## config.mk

```make
export PLATFORM = sky130hd
export DESIGN_NAME = subtree_response_collector
export DESIGN_NICKNAME = d
export VERILOG_FILES = /design/src/rtl/subtree_response_collector.sv
export SDC_FILE = /design/constraint.sdc
export NUM_CORES = 1
export LEC_CHECK = 0
export ABC_AREA = 0
export CAP_MARGIN = 20
export CORE_MARGIN = 2
export CORE_UTILIZATION = 45
export DETAILED_ROUTE_END_ITERATION = 8
export PLACE_DENSITY = 0.76
export SLEW_MARGIN = 10
export SYNTH_ARGS = -nofsm -noshare
export SYNTH_HDL_FRONTEND = slang
export SYNTH_SLANG_ARGS = --single-unit
```

## constraint.sdc

```tcl
create_clock -name clk -period 12.84 [get_ports clk]
set_clock_uncertainty 0.1 [all_clocks]
set_input_delay 1.926 -clock clk [delete_from_list [all_inputs] [get_ports clk]]
set_output_delay 1.926 -clock clk [all_outputs]
set_load 0.01 [all_outputs]
```

## src/rtl/subtree_response_collector.sv

```systemverilog
// Subtree response collector: round-robin arbiter over N_CHILD valid/ready child
// channels feeding a 2-entry {src, data} FIFO that drives a single parent channel.
//
// Ports:
//   clk       sole clock, rising edge
//   rst_n     asynchronous active-low reset
//   c_valid   per-child payload valid
//   c_data    per-child payload, child i at [i*DATA_W +: DATA_W]
//   c_ready   per-child accept, at most one bit high
//   p_valid   parent payload valid (FIFO not empty)
//   p_data    parent payload (FIFO head)
//   p_src     index of the child that supplied p_data
//   p_ready   parent accept
//   xfer_cnt  completed parent transfers, wraps at 16 bits
module subtree_response_collector #(
  parameter int DATA_W  = 16,
  parameter int N_CHILD = 5
) (
  input  logic                      clk,
  input  logic                      rst_n,
  input  logic [N_CHILD-1:0]        c_valid,
  input  logic [N_CHILD*DATA_W-1:0] c_data,
  output logic [N_CHILD-1:0]        c_ready,
  output logic                      p_valid,
  output logic [DATA_W-1:0]         p_data,
  output logic [2:0]                p_src,
  input  logic                      p_ready,
  output logic [15:0]               xfer_cnt
);

  logic [2:0]        rr_ptr_q, rr_ptr_d;
  logic [1:0]        count_q, count_d;
  logic              wr_ptr_q, rd_ptr_q;
  logic [DATA_W-1:0] mem_data_q [2];
  logic [2:0]        mem_src_q  [2];
  logic [15:0]       xfer_cnt_q;

  logic              grant_vld;
  logic [2:0]        grant_idx;
  logic [3:0]        cand;
  logic              push, pop;
  logic [DATA_W-1:0] push_data;

  // Scan children starting at rr_ptr, wrapping modulo N_CHILD; first requester wins.
  always_comb begin
    grant_vld = 1'b0;
    grant_idx = '0;
    cand      = '0;
    for (int k = 0; k < N_CHILD; k++) begin
      cand = {1'b0, rr_ptr_q} + 4'(k);
      if (cand >= 4'(N_CHILD)) cand = cand - 4'(N_CHILD);
      if (!grant_vld && c_valid[cand[2:0]]) begin
        grant_vld = 1'b1;
        grant_idx = cand[2:0];
      end
    end
  end

  // No pass-through when full: a pop in the same cycle does not open a slot.
  // Gated by rst_n so c_ready stays low for the whole reset window.
  assign push = rst_n && grant_vld && (count_q != 2'd2);
  assign pop  = p_valid && p_ready;

  always_comb begin
    c_ready   = '0;
    push_data = '0;
    for (int i = 0; i < N_CHILD; i++) begin
      if (grant_idx == 3'(i)) begin
        c_ready[i] = push;
        push_data  = c_data[i*DATA_W +: DATA_W];
      end
    end
  end

  always_comb begin
    rr_ptr_d = rr_ptr_q;
    if (push) rr_ptr_d = (grant_idx == 3'(N_CHILD - 1)) ? 3'd0 : grant_idx + 3'd1;
  end

  always_comb begin
    count_d = count_q;
    unique case ({push, pop})
      2'b10:   count_d = count_q + 2'd1;
      2'b01:   count_d = count_q - 2'd1;
      default: count_d = count_q;
    endcase
  end

  always_ff @(posedge clk or negedge rst_n) begin
    if (!rst_n) begin
      rr_ptr_q     <= '0;
      count_q      <= '0;
      wr_ptr_q     <= 1'b0;
      rd_ptr_q     <= 1'b0;
      xfer_cnt_q   <= '0;
      mem_data_q[0] <= '0;
      mem_data_q[1] <= '0;
      mem_src_q[0]  <= '0;
      mem_src_q[1]  <= '0;
    end else begin
      rr_ptr_q <= rr_ptr_d;
      count_q  <= count_d;
      if (push) begin
        mem_data_q[wr_ptr_q] <= push_data;
        mem_src_q[wr_ptr_q]  <= grant_idx;
        wr_ptr_q             <= ~wr_ptr_q;
      end
      if (pop) begin
        rd_ptr_q   <= ~rd_ptr_q;
        xfer_cnt_q <= xfer_cnt_q + 16'd1;
      end
    end
  end

  assign p_valid  = (count_q != 2'd0);
  assign p_data   = mem_data_q[rd_ptr_q];
  assign p_src    = mem_src_q[rd_ptr_q];
  assign xfer_cnt = xfer_cnt_q;

endmodule
```

Yosys cells after proc, flatten, opt, wreduce, memory -nomap -nowiden

Index checks and enable logic that the tools add are counted.

Eq/ne operators: 7
Bitwise gates (word level): 4
Reduce and logical (&&, ||, !) cells: 15
Multiplexer cells: 49
Magnitude comparators: 13
Add/sub/neg operators: 13

Operators by type and width:

| cell                                                 | count |
|---|---|
| 2-to-1 mux 16 bit                                    | 9 |
| 2-to-1 mux 3 bit                                     | 15 |
| bitwise mux 32 bit                                   | 1 |
| < comparator 3 x 4 -> 1 bit (second input constant)  | 5 |
| adder 16 x 1 -> 16 bit (second input constant)       | 1 |
| demux 16 bit (select 1 bit)                          | 1 |
| >= comparator 4 x 3 -> 1 bit (second input constant) | 4 |
| binary-select mux 1 bit (select 3 bit)               | 5 |
| 2-to-1 mux 1 bit                                     | 15 |
| subtractor 3 bit (second input constant)             | 5 |
| adder 3 x 2 -> 4 bit (second input constant)         | 2 |
| logical AND 1 bit                                    | 8 |
| bitwise mux 6 bit                                    | 1 |
| equality test 3 x 2 -> 1 bit (second input constant) | 2 |
| adder 3 x 1 -> 4 bit (second input constant)         | 1 |
| adder 3 x 3 -> 4 bit (second input constant)         | 1 |
| >= comparator 2 bit (second input constant)          | 2 |
| zero test 1 bit                                      | 4 |
| inverter 1 -> 2 bit                                  | 2 |
| one-hot mux 2 bit (2 select lines)                   | 1 |
| nonzero test 2 bit                                   | 2 |
| adder 3 x 1 -> 3 bit (second input constant)         | 1 |
| demux 3 bit (select 1 bit)                           | 1 |
| equality test 3 x 1 -> 1 bit (second input constant) | 1 |
| other kinds (10)                                     | 11 |

Output and inout bits: 41
Input bits: 88
Flip-flop bits (word level): 61
Word-level logic and storage cells: 110

Logic depth before layout (Yosys ltp)

Depth in word-level cells: 24
Gate-level depth with buffers: 22
Depth with buffers taken out: 19

Worst setup path after synthesis

OpenSTA, ideal clock, no wires.

Path type: in2out
Start: in c_valid[0]
End: out c_ready[4]
Path buffers: 3
Slack: 5.775 ns
Data arrival time: 5.039 ns
Cell stages on the path: 14
Data required time: 10.814 ns
Cells stage by stage: mux2_1 mux4_2 a211o_1 or3_4 nor4bb_1 a31oi_2 inv_1 ha_1 clkbuf_1 inv_1 a2111o_1 buf_4 buf_6 nor2_1

Elaborated cells on any way between the ends: 32
Those cells by class: eq/ne: 1; mux: 21; reduce/logical: 10

RTL lines:

| what                                   | RTL line | source |
|---|---|---|
| start, declared                        | 21       | `input logic [N_CHILD-1:0] c_valid,` |
| binary-select mux 1 bit (select 3 bit) | 52       | `if (!grant_vld && c_valid[cand[2:0]]) begin` |
| 2-to-1 mux 1 bit (not written as such) | 52       |  |
| 2-to-1 mux 1 bit                       | 52       |  |
| zero test 1 bit                        | 52       |  |
| logical AND 1 bit                      | 52       |  |
| 2-to-1 mux 1 bit                       | 52       |  |
| zero test 1 bit                        | 52       |  |
| logical AND 1 bit                      | 52       |  |
| [... 2 more ...]                       | -        |  |
| logical AND 1 bit                      | 52       |  |
| 2-to-1 mux 1 bit                       | 52       |  |
| zero test 1 bit                        | 52       |  |
| logical AND 1 bit                      | 52       |  |
| 2-to-1 mux 3 bit *                     | 52       |  |
| named net grant_idx[1]                 | 39       | `logic [2:0] grant_idx;` |
| equality test 3 bit *                  | 68       | `if (grant_idx == 3'(i)) begin` |
| 2-to-1 mux 1 bit *                     | 68       |  |
| end, declared                          | 23       | `output logic [N_CHILD-1:0] c_ready,` |

The timed path passes the listed nets; every way through them passes the cells marked *. The select of a mux whose other input is x is not followed.

Worst setup path after layout

Same ends and word-level chain as after synthesis.

==> flow_metrics.py <==
metrics = {
    "routing": {
        "avgRoutedWirePerCell_microns": 16.4,
        "postRouteAntennaNets": 0,
        "drtIter0Drc": 281,
        "drt_wl_total_microns": 13000,
        "viasPerCell": 5.40,
        "dr.pass1.iters": 4,
        "vias": 4270,
        "route.detailed.drc": 0,
    },
    "cts": {
        "cts_setup_buffers": 0,
        "clockRootBuffer": "clkbuf_8",
        "cts_buffers": 9,
        "tritoncts": "built",
        "cts_hold_buf": 0,
        "post_cts_resized": 0,
        "clk_pin_slew_worst_paths_ps": 80,
        "cts_sinks": 61,
        "clock_path_buffers": 2,
        "clk_latency_ps": 350,
        "htreeDepth": 3,
    },
    "finish": {
        "multiInputGateArea_sq_um": 2900,
        "drive_above_1_share": 0.104,
        "stdcell_count": 791,
        "nets": 754,
        "regArea_sq_um": 1530,
        "fillCellCount": 883,
        "n_antenna_cell": 0,
        "syn2layout_area_growth_pct": 34.4,
        "final_cell_area_sq_um": 6220,
    },
    "sta": {
        "fmax_mhz": 113,
        "fin_crit_sh": 0.689,
        "rsz0062_at_grt": "no",
        "maxSlewHeadroom": 0.325,
        "worstMarginPinSlew_ps": 1010,
        "finalHoldViolCount": 0,
        "slew_viol_final": 0,
        "min_period_ps": 8840,
        "final.setup.tns_ps": 0,
        "setup_viol": 0,
    },
    "floorplanning": {
        "ios": 129,
        "dieArea_sq_um": 11100,
        "rows": 37,
        "die_w_microns": 105,
        "coreArea_sq_um": 10100,
        "initial_core_util": 0.456,
        "die-height_microns": 105,
    },
    "global_route": {
        "overflow": 0,
        "grt_pass1_wl_microns": 21000,
        "grt_pass1_vias": 4226,
        "grt_usage": 0.238,
        "grt_max_degree": 63,
        "antenna_found_initial": 0,
    },
    "setup_path": {
        "end_kind": "primary output",
        "cp_slowest_cell": "a2111o_1",
        "path_class": "in -> out",
        "crit_arrival_ps": 6820,
        "required_ps": 10810,
        "critical_path.max_stage_delay_ps": 690,
        "rrSetupSlack_ps": 6640,
        "setup.worst_path.start_class": "input port",
        "cp_max_fo": 18,
        "path_cells": "clkdlybuf4s50_1 > mux2_1 > mux4_2 > a211o_1 > or3_4 > nor4bb_1 > a31oi_2 > inv_1 > ha_1 > inv_1 > a2111o_1 > nor2_1 > clkdlybuf4s50_1",
    },
    "synthesis": {
        "yosys-top-cells-area": "dfrtp_1, mux2_2, nand2_1, a31oi_1, nor2_1",
        "yosysMostFrequentCell": "nand2_1",
        "synth_cells": 538,
        "ys_seq_area_frac": 0.330,
        "yosys_warnings": 0,
        "ys_types": 64,
        "syn_area_per_cell_sq_um": 8.60,
        "ys_ff_latch": 61,
        "syn_nets": 642,
        "synthArstFlopShare": 1.00,
        "syn-cell-area_sq_um": 4630,
        "yosys.area.top_type_share": 0.330,
        "synth_ff_type": "dfrtp_1",
        "synth_common_cells": "nand2_1, dfrtp_1, nor2_1",
        "yosysTopAreaCell": "dfrtp_1",
        "synth-edff-count": 0,
    },
    "placed_design": {
        "dp_hpwl_microns": 9730,
        "portBuffers": 128,
        "gp_congestion": 0.995,
        "dp.cells": 775,
        "dpl_cell_area_sq_um": 5970,
    },
    "job": {
        "cap_viol_max_count": 0,
    },
    "outcome": {
        "status": "finished, final reports clean",
    },
    "worst_hold_path": {
        "hp-class": "reg -> reg",
    },
}
[placed cells by master, fill, tap and decap left out, drive strengths merged, types with 7 or more instances in the layout]
master,netlist,layout
a21oi,26,26
and2,19,19
o21ai,23,23
and3,7,7
ha,15,15
mux2i,21,21
xnor2,22,22
mux2,31,31
clkdlybuf4s50,0,127
dfrtp,61,61
nor2,60,60
a211oi,8,8
nand2,75,75
clkbuf,19,9
nand2b,8,8
a21o,12,12
a31oi,38,38
inv,19,20
[state kept, by name (all words and copies together) (netlist names)]
register and flops:
count_q 2, mem_data_q 32, mem_src_q 6, rd_ptr_q 1, rr_ptr_q 3, wr_ptr_q 1
xfer_cnt 16
[metrics by stage]
step	hold WS [ps]	util	worst slack (ps)
after floorplan	352	-	5770
after CTS	385	0.613	4030
after global placement	364	0.589	4190
after global routing	404	0.613	3690
after detailed placement	370	0.589	4050
final	379	0.613	4000
[final cells by class]
type                            count  area share
Clock buffer                        9      0.0199
Clock inverter                      7      0.0197
Inverter                           19      0.0115
Multi-Input combinational cell    427       0.466
Sequential cell                    61       0.245
Tap cell                          136      0.0274
Timing Repair Buffer              132       0.210
[worst paths after layout]
kind	startpoint	end	cells after the start
setup / recovery	c_valid[0]	c_ready[4]	13
hold / removal	xfer_cnt[15]	xfer_cnt[15]	1
setup reg to reg	rr_ptr_q[1]	mem_data_q[31]	14
hold reg to reg	xfer_cnt[15]	xfer_cnt[15]	1
max in group asynchronous	rst_n	mem_data_q[30]	2
min in group asynchronous	rst_n	xfer_cnt[14]	2
[critical path: cells and delay by family]
family	cells	cell delay (ps)
simple gates	3	1010
fa+ha+maj	1	510
mux	2	830
compound gates	3	1160
buf+inv	4	1350
[routing by layer]
layer / track usage / wire [microns]
met1: 0.331 / 6090
met2: 0.382 / 6080
met3: 0.0340 / 724
met4: 0.0752 / 61
met5: 0 / 0
[cells by family (layout without fill, tap and decap cells)]
group,count (synthesis),count (layout),synth area share
and+or+nand+nor,196,196,0.201
AOI/OAI and AO/OA,136,136,0.203
DFF,61,61,0.330
muxes,53,53,0.126
buffers and inverters,50,167,0.0470
xor gates and xnor gates,26,26,0.0492
adders and majority gates,16,16,0.0449
Power is not shown: default switching activity piles up to over one toggle a cycle in this logic, so the estimate is an artifact.
